$ cat src/rtl/stall_ctrl.sv
// Pipeline hazard scheduler for SampleCPU: load-use, divider and bus stalls,
// bubble strobes, divider start/done sequencing and a stall-cycle counter.
module stall_ctrl #(
    parameter int DIV_TIMEOUT = 64,
    parameter int CNT_W       = 7
) (
    input  logic        clk,
    input  logic        resetn,
    input  logic        ext_stall_req,
    input  logic        id_re1,
    input  logic        id_re2,
    input  logic [4:0]  id_raddr1,
    input  logic [4:0]  id_raddr2,
    input  logic        ex_is_load,
    input  logic        ex_we,
    input  logic [4:0]  ex_waddr,
    input  logic        ex_is_div,
    input  logic        div_done,
    output logic [5:0]  stall,
    output logic        ex_bubble,
    output logic        mem_bubble,
    output logic        div_go,
    output logic        div_timeout,
    output logic [31:0] stall_cycles
);

    typedef enum logic [1:0] {IDLE, DIV_WAIT, DRAIN} state_t;

    localparam logic [CNT_W-1:0] CNT_LAST = CNT_W'(DIV_TIMEOUT - 1);

    state_t           state;
    logic [CNT_W-1:0] cnt;
    logic             lu;
    logic             cnt_last;
    logic             div_stall;

    assign cnt_last = (cnt == CNT_LAST);

    assign lu = ex_is_load && ex_we && (ex_waddr != 5'd0) &&
                ((id_re1 && (id_raddr1 == ex_waddr)) ||
                 (id_re2 && (id_raddr2 == ex_waddr)));

    // The final timeout cycle releases the stall just like a done cycle, so EX
    // moves on instead of re-launching the same divide from IDLE.
    assign div_stall = ((state == IDLE) && ex_is_div) ||
                       ((state == DIV_WAIT) && !div_done && !cnt_last);

    // NOTE: every output gets a default before any branch so no latch is inferred.
    always_comb begin
        stall      = 6'b000000;
        ex_bubble  = 1'b0;
        mem_bubble = 1'b0;
        div_go     = 1'b0;
        if (resetn) begin
            if (ext_stall_req) begin
                stall = 6'b111111;
            end else if (div_stall) begin
                stall      = 6'b001111;
                mem_bubble = 1'b1;
            end else if (lu) begin
                stall     = 6'b000111;
                ex_bubble = 1'b1;
            end
            div_go = (state == IDLE) && ex_is_div && !ext_stall_req;
        end
    end

    // NOTE: state updates use non-blocking assignments so every register samples
    // pre-edge values regardless of statement order.
    always_ff @(posedge clk or negedge resetn) begin
        if (!resetn) begin
            state        <= IDLE;
            cnt          <= '0;
            div_timeout  <= 1'b0;
            stall_cycles <= '0;
        end else begin
            if (stall[0])
                stall_cycles <= stall_cycles + 32'd1;
            case (state)
                IDLE: begin
                    if (ex_is_div && !ext_stall_req) begin
                        state <= DIV_WAIT;
                        cnt   <= '0;
                    end
                end
                DIV_WAIT: begin
                    if (div_done) begin
                        state <= ext_stall_req ? DRAIN : IDLE;
                    end else if (cnt_last) begin
                        div_timeout <= 1'b1;
                        state       <= IDLE;
                    end else begin
                        cnt <= cnt + CNT_W'(1);
                    end
                end
                // The divide in EX has already completed; wait out the bus stall.
                DRAIN: begin
                    if (!ext_stall_req)
                        state <= IDLE;
                end
                default: state <= IDLE;
            endcase
        end
    end

endmodule

$ cat config.mk
export PLATFORM = sky130hd
export DESIGN_NAME = stall_ctrl
export DESIGN_NICKNAME = d
export VERILOG_FILES = /design/src/rtl/stall_ctrl.sv
export SDC_FILE = /design/constraint.sdc
export NUM_CORES = 1
export LEC_CHECK = 0
export ABC_CLOCK_PERIOD_IN_PS = 2400
export BUFFER_PORTS_ARGS = -buffer_cell sky130_fd_sc_hd__buf_2
export CORE_MARGIN = 3
export CORE_UTILIZATION = 51
export CTS_BUF_LIST = sky130_fd_sc_hd__clkbuf_16
export CTS_CLUSTER_DIAMETER = 200
export DETAILED_ROUTE_END_ITERATION = 7
export PLACE_DENSITY = 0.79
export SYNTH_ARGS = -nofsm -noshare
export SYNTH_HDL_FRONTEND = slang
export SYNTH_SLANG_ARGS = --single-unit
$ cat constraint.sdc
create_clock -name clk -period 2.4 [get_ports clk]
set_input_delay 0.36 -clock clk [delete_from_list [all_inputs] [get_ports clk]]
set_output_delay 0.36 -clock clk [all_outputs]
set_load 0.05 [all_outputs]
======== Yosys cells after proc, flatten, opt, wreduce, memory -nomap -nowiden ========
Cells that the tools add are included.
storage, ports and cells
  output and inout bits ................... 42
  logic and storage cells ................. 60
  register bits ........................... 42
operators by class
  bitwise logic cells ..................... 1
  eq/ne operators ......................... 10
  muxes and demuxes ....................... 22
  $add $sub $neg .......................... 2
  reductions and logical operators ........ 21
operators with widths
  operator                                               number
  adder 32 x 1 -> 32 bit, second input constant          1
  2-to-1 mux 7 bit                                       3
  one-hot mux 7 bit (2 select lines)                     1
  2-to-1 mux 6 bit                                       2
  equality test 5 bit                                    2
  logical AND 1 bit                                      10
  2-to-1 mux 2 bit                                       5
  2-to-1 mux 1 bit                                       8
  adder 7 x 1 -> 7 bit, second input constant            1
  equality test 7 x 6 -> 1 bit, second input constant    1
  inequality test 2 bit, second input constant           3
  one-hot mux 2 bit (3 select lines)                     1
  AND reduction 3 bit                                    2
  nonzero test 5 bit                                     1
  2-to-1 mux 4 bit                                       1
  AND reduction 4 bit                                    1
  zero test 1 bit                                        3
  2-to-1 mux 3 bit                                       1
  inequality test 3 bit, second input constant           1
  equality test 2 x 1 -> 1 bit, second input constant    1
  equality test 2 bit, second input constant             1
  zero test 2 bit                                        1
  logical OR 1 bit                                       2
  inequality test 2 x 1 -> 1 bit, second input constant  1
  2 further kinds                                        2

======== Longest topological paths before layout ========
Gate-level depths: netlist of run 1.
  word-level depth ........................ 8
  mapped depth ............................ 8
  mapped depth without buffers ............ 7

======== Worst setup path after synthesis of run 1 ========
No wires, ideal clock.
  kind .................................... register to output
  from .................................... register cnt[0]
  to ...................................... output port stall[1]
  cell stages (with the launch flop) ...... 9
  path slack .............................. -0.439 ns
  arrival ................................. 2.479 ns
  cell sequence ........................... dfrtp_1 > ha_1 > nand3_1 > o21a_1 > o31a_1 > a21oi_1 > buf_2 > inv_1 > buf_4
between the ends
  cells in the longest elaborated chain, start to end .. 7
ends and longest elaborated chain
  element                       line  source
  start, declared               32    logic [CNT_W-1:0] cnt;
  start signal, assigned        93    cnt <= cnt + CNT_W'(1);
  equality test 7 x 6 -> 1 bit  37    assign cnt_last = (cnt == CNT_LAST);
  zero test 1 bit               46    ((state == DIV_WAIT) && !div_done && !cnt_last);
  logical AND 1 bit             46
  logical OR 1 bit              45    assign div_stall = ((state == IDLE) && ex_is_div) ||
  2-to-1 mux 4 bit              57    end else if (div_stall) begin
  2-to-1 mux 6 bit              55    if (ext_stall_req) begin
  2-to-1 mux 6 bit              54    if (resetn) begin
  end, declared                 19    output logic [5:0] stall,
Every way passes these cells.

======== Worst setup path after layout of run 1 ========
  from .................................... register cnt[1]
  to ...................................... output port stall[1]
The elaborated chain is that of the path after synthesis.

==> results of run 1 <==
[registers in the layout (all words and copies together), names as in the netlist]
| name | flops |
|---|---|
| div_timeout | 1 |
| state | 2 |
| cnt | 7 |
| stall_cycles | 32 |
[metrics by stage]
stage | total power [mW] | area (µm²)
2_1_floorplan | 1.506 | 2263
3_3_place_gp | 1.694 | 2650
3_5_place_dp | 1.719 | 2650
4_1_cts | 2.506 | 2846
5_1_grt | 2.610 | 2883
6_report | 2.492 | 2883
[how the worst max path moves through the flow]
stage	start	end	slack, ns	depth (start not counted)
floorplan	cnt[0]	stall[1]	-0.15	8
global placement	stall_cycles[5]	stall_cycles[28]	0.24	6
detailed placement	stall_cycles[6]	stall_cycles[28]	0.19	6
CTS	cnt[1]	stall[0]	-0.03	7
global route	cnt[1]	stall[1]	-0.05	7
finish	cnt[1]	stall[1]	0.02	7
[repair_timing]
action                                  4_1_cts  5_1_grt
buffers inserted                              3        3
pin swaps                                     1        1
resized for setup                             3        4
endpoints found under the setup margin        3        4
hold buffers                                  0        0
[power groups by stage]
stage,registers (mW),logic (mW),clock network [mW]
after floorplan,1.24,0.269,0
after global placement,0.965,0.728,0
after detailed placement,0.975,0.744,0
after CTS,0.960,0.775,0.770
after global routing,0.980,0.834,0.795
final,0.961,0.783,0.749
[area by class of cell]
class | count | area, µm² | share of cell area
clock inverters | 3 | 41.29 | 0.01432
flip-flops and latches | 42 | 1056 | 0.3663
multi-input cells | 166 | 1119 | 0.3880
inverters | 3 | 15.01 | 0.005208
well taps | 50 | 62.56 | 0.02170
clock buffers | 5 | 125.1 | 0.04340
repair buffers | 79 | 464.2 | 0.1610
[per-layer routing]
layer | up-vias | wire length [µm]
met5 | - | 0
met2 | 47 | 2723
met1 | 927 | 2062
met4 | 0 | 60
met3 | 7 | 228
li1 | 912 | -
[worst max-delay path: stages (launching register included)]
cell	delay, ns
dfrtp_1	0.37
ha_1	0.18
nand3_2	0.09
o21a_1	0.21
o31a_4	0.37
a21oi_4	0.18
clkinvlp_4	0.16
buf_6	0.18
[cell usage after synthesis, types with 3 or more instances]
cell type   n  area (µm²)
nor2_1     22       82.58
nor2b_1     3       18.77
xor2_1     28       245.2
nor3_1     12       60.06
nor3b_1     4       30.03
xnor2_1    16       140.1
a21oi_1     5       25.02
dfrtp_1    42        1051
nand2_1    18       67.56
buf_4       3       22.52
inv_1       3       11.26
nand4_1    10       62.56
nor4_1      7       43.79
nand3_1    11       55.05
nand2b_1    3       18.77
buf_2       3       15.01
or3_1       3       18.77
[cells by family after synthesis]
logic type,Yosys count,synth area share
simple gates,106,0.2641
flops,42,0.4770
buf+inv,11,0.02896
compound gates,13,0.03861
fa+ha+maj,2,0.01136
xor+xnor,44,0.1749
mux,1,0.005110
==> impl_metrics.json, run 1 <==
{
  "outcome": "completed",
  "cts_sinks": 42,
  "fin_ws_ns": 0.02096,
  "finalSetupViolations": 0,
  "root_buffer": "clkbuf_16",
  "fin_cells": 348,
  "syn-cell-area_um2": 2203,
  "syn_nets": 245,
  "tritoncts": "yes",
  "pre_cts_slack_ns": 0.1872,
  "track_usage": 0.2034,
  "endpoint_kind": "output port",
  "vias_per_cell": 5.440,
  "powerDensity_nw_per_um2": 864.6,
  "synthCells": 219,
  "worstReg2RegEnd": "stall_cycles[28]",
  "die_w_um": 71.73,
  "ant_nets": 0,
  "pwr-share-comb": 0.314,
  "antenna_found_initial": 0,
  "drc": 0,
  "avgSynthCellArea_um2": 10.06,
  "gr-max-usage-layer": "met2",
  "crit_type": "reg -> out",
  "timing.max_cap.violations": 0,
  "regToRegStartpoint": "stall_cycles[6]",
  "worst_pin_slew_ns": 0.5287,
  "cp_max_fo": 3,
  "first_pass_iters": 4,
  "io_pins": 66,
  "met2_usage": 0.3592,
  "drive_gt1_frac": 0.3322,
  "switchingPower_mw": 0.9373,
  "finalClockSkew_ns": 0.005761,
  "async_reset_ff_frac": 1.000,
  "grt_pass1_vias": 1867,
  "fill_cells": 330,
  "cts_buffers": 5,
  "p_seq_frac": 0.386,
  "worstRegToRegCells": 6,
  "p_int_mw": 1.555,
  "met3_usage": 0.04769,
  "clock_path_buffers": 2,
  "initialDrtViolationCount": 30,
  "num_vias": 1893,
  "overflow": 0,
  "grt_setup_unrepaired": "yes",
  "grt_max_degree": 33,
  "reg2reg_slack_ns": 0.16,
  "pwr-share-clk": 0.300,
  "rows": 23,
  "wl_per_cell_um": 14.58,
  "clk_pin_slew_ns": 0.06,
  "initial_utilization": 0.5392,
  "nNetsFinal": 323,
  "htree_levels": 2,
  "leakage_nw": 1.369,
  "ys_warn_count": 0,
  "fin_tns_setup_ns": 0,
  "max_freq_mhz": 420.3,
  "synth_seq_area_share": 0.4770,
  "ys_types": 38,
  "die_area_um2": 5145,
  "dp_hpwl_mm": 3.699,
  "hold_viol": 0,
  "diodes": 0,
  "ys.flop_type": "dfrtp_1",
  "holdWs_ns": 0.03733,
  "io_buffer_count": 65,
  "final_util": 0.7055,
  "drt-total-wl_mm": 5.075,
  "insertion_delay_ns": 0.28,
  "place.gp.congestion": 0.8005,
  "fin_crit_ns": 2.379,
  "synth_seq_cells": 42,
  "min_period_over_period": 0.9913,
  "sw_frac_of_total": 0.3761,
  "drv_slew": 0,
  "dp_cells": 334,
  "grt_pass1_wl_mm": 8.300,
  "critPathLaunchType": "flip-flop",
  "arrival_ns": 2.02,
  "die_h_um": 71.73,
  "final_common_cell": "buf_2",
  "synth_edf_count": 0,
  "core-area_um2": 4086,
  "ir_worst_vdd_mv": 0.5143,
  "use_met1": 0.2477,
  "final_cell_mix": "buf_2, dfrtp_1, xor2_1",
  "hold_path_class": "in -> async",
  "area_growth_syn_to_layout_pct": 30.83,
  "maxSlewHeadroom": 0.6465,
  "crit_required_ns": 2.04
}
Power figures use the tool's default switching activity.
==> inputs of run 2 (changes only) <==
- ABC_AREA: default -> 1
- CORE_UTILIZATION: 51 -> 55
- CTS_CLUSTER_DIAMETER: 200 -> default
- PLACE_DENSITY: 0.79 -> 0.81
==> run 2 against run 1 <==
  * Critical path depth grew 2
  * Critical path type unchanged
  * Critical endpoint is now stall[2]
  * Global-route usage grew 5.0 points
  * Register-to-register slack gained 0.36 ns
  * Wire length increased by 53%
  * Synthesized cell count up 110%
  * Combinational power decreased by 36%
==> impl_metrics.json, run 2 <==
{
  "outcome": "completed",
  "fill_cells": 486,
  "wl_per_cell_um": 12.88,
  "place.gp.congestion": 0.9278,
  "hold_path_class": "in -> reg",
  "overflow": 0,
  "gr-max-usage-layer": "met2",
  "async_reset_ff_frac": 1.000,
  "met2_usage": 0.4416,
  "syn-cell-area_um2": 2994,
  "grt_setup_unrepaired": "no",
  "tritoncts": "yes",
  "max_freq_mhz": 439.7,
  "avgSynthCellArea_um2": 6.439,
  "ant_nets": 0,
  "leakage_nw": 1.911,
  "initial_utilization": 0.5789,
  "vias_per_cell": 5.201,
  "core-area_um2": 5172,
  "drt-total-wl_mm": 7.743,
  "final_util": 0.6756,
  "fin_crit_ns": 2.274,
  "synth_top_cells_by_area": "dfrtp_1, nand2_1, nor2_1",
  "nNetsFinal": 557,
  "synth_seq_cells": 42,
  "clock_path_buffers": 2,
  "powerDensity_nw_per_um2": 567.3,
  "largest_register_ffs": 32,
  "min_period_over_period": 0.9477,
  "worstRegToRegCells": 11,
  "yosysMostFrequentCell": "nand2_1",
  "worstReg2RegEnd": "stall_cycles[10]",
  "grt_pass1_vias": 2840,
  "arrival_ns": 1.91,
  "largest-register": "stall_cycles",
  "root_buffer": "clkbuf_16",
  "track_usage": 0.2535,
  "yosysTopAreaCell": "dfrtp_1",
  "drive_gt1_frac": 0.1770,
  "ir_worst_vdd_mv": 0.5359,
  "die_h_um": 79.78,
  "hold_viol": 0,
  "drc": 0,
  "hp-start": "div_done",
  "regToRegStartpoint": "cnt[0]",
  "antenna_found_initial": 0,
  "min_to": "div_timeout",
  "synthCells": 465,
  "final_cell_mix": "nand2_1, buf_2, nor2_1",
  "synth_top_area_frac": 0.3510,
  "crit_type": "reg -> out",
  "timing.max_cap.violations": 0,
  "worst_pin_slew_ns": 0.3866,
  "htree_levels": 2,
  "reg_top3": "stall_cycles: 32 flops, cnt: 7 flops, state: 2 flops",
  "finalSetupViolations": 0,
  "maxSlewHeadroom": 0.7413,
  "syn_nets": 491,
  "num_vias": 3126,
  "met3_usage": 0.03273,
  "diodes": 0,
  "synth_seq_area_share": 0.3510,
  "grt_max_degree": 33,
  "critPathLaunchType": "flip-flop",
  "fin_tns_setup_ns": 0,
  "dp_hpwl_mm": 5.893,
  "first_pass_iters": 5,
  "cp_max_fo": 19,
  "io_buffer_count": 65,
  "io_pins": 66,
  "drv_slew": 0,
  "rows": 26,
  "final_common_cell": "nand2_1",
  "ys.flop_type": "dfrtp_1",
  "use_met1": 0.3345,
  "fin_cells": 601,
  "endpoint_kind": "output port",
  "dp_cells": 592,
  "cts_buffers": 5,
  "ys_types": 24,
  "netlist_top_cells_count": "nand2_1, nor2_1, nand3_1",
  "die_area_um2": 6365,
  "ys_warn_count": 0,
  "die_w_um": 79.78,
  "min_path_cells": 2,
  "synth_edf_count": 0,
  "cts_sinks": 42,
  "finalClockSkew_ns": 0.004051,
  "reg2reg_slack_ns": 0.52,
  "grt_pass1_wl_mm": 12.82,
  "initialDrtViolationCount": 244,
  "clk_pin_slew_ns": 0.06,
  "area_growth_syn_to_layout_pct": 16.72,
  "insertion_delay_ns": 0.28,
  "crit_required_ns": 2.04
}
## run 2: cell types whose count changed after synthesis, sizes merged, moves of 16 or more
cell	before	now
nand3	11	45
nor2	22	65
nand2	18	214
xor2	28	12
inv	3	34
## run 2: worst max-delay path: stages (launching register included)
cell and delay [ns]:
dfrtp_1 0.40, ha_1 0.22, nand2_2 0.09, nor2_4 0.12, nand3_2 0.09, nand2_2 0.09
nand3_2 0.09, nand2_4 0.14, nand2_4 0.16, buf_4 0.23
## run 2: layer usage
metal  routed length, µm  up-vias  part of all wire
met5                   0        -                 0
met4                  77        0            0.0099
met3                 466        8             0.060
met2                3715       93              0.48
met1                3483     1443              0.45
li1                    -     1582                 -
## run 2: worst max path at each step
stage	from	to	slack, ns	depth (start not counted)
after floorplan	ex_waddr[3]	ex_bubble	0.39	9
after global placement	cnt[0]	stall[2]	0.45	9
after detailed placement	cnt[0]	stall[0]	0.39	9
after CTS	cnt[0]	stall[0]	0.08	9
after global routing	cnt[0]	stall[1]	0.02	9
final	cnt[0]	stall[2]	0.13	9
## run 2: logic make-up (layout without fill, tap and decap cells)
logic type / after synthesis / in the layout / synth area share
AOI/OAI and AO/OA: 11 / 11 / 0.01922
adders and majority gates: 2 / 2 / 0.008356
xor gates and xnor gates: 16 / 16 / 0.04680
and+or+nand+nor: 347 / 347 / 0.4952
DFF: 42 / 42 / 0.3510
buffers and inverters: 47 / 113 / 0.07940
## run 2: where the power goes
group | internal, mW | total, mW | switching [mW]
Combinational | 0.140 | 0.503 | 0.363
Clock | 0.376 | 0.641 | 0.266
Sequential | 0.763 | 0.838 | 0.0750
## run 2: metrics by stage
step / cell area (µm²) / hold slack (ns) / setup slack (ns) / power [mW]
2_1_floorplan: 2994 / 0.06441 / 0.3866 / 1.214
3_3_place_gp: 3334 / 0.2133 / 0.4466 / 1.320
3_5_place_dp: 3334 / 0.2120 / 0.3909 / 1.339
4_1_cts: 3480 / 0.2941 / 0.08450 / 1.978
5_1_grt: 3495 / 0.3164 / 0.02177 / 2.059
6_report: 3495 / 0.2971 / 0.1256 / 1.982
## run 2: area by class of cell
class	instances	area [µm²]	area share
Multi-Input combinational cell	376	1705	0.4880
Sequential cell	42	1051	0.3008
Clock inverter	2	10.01	0.002864
Clock buffer	5	125.1	0.03580
Inverter	34	127.6	0.03652
Tap cell	70	87.58	0.02506
Timing Repair Buffer	72	387.9	0.1110
## run 2: what timing repair did
action | 4_1_cts | 5_1_grt
gates resized for setup | 0 | 6
buffers inserted | 0 | 1
endpoints found under the hold margin | 1 | 0
hold buffers | 1 | 0
endpoints found under the setup margin | 0 | 3
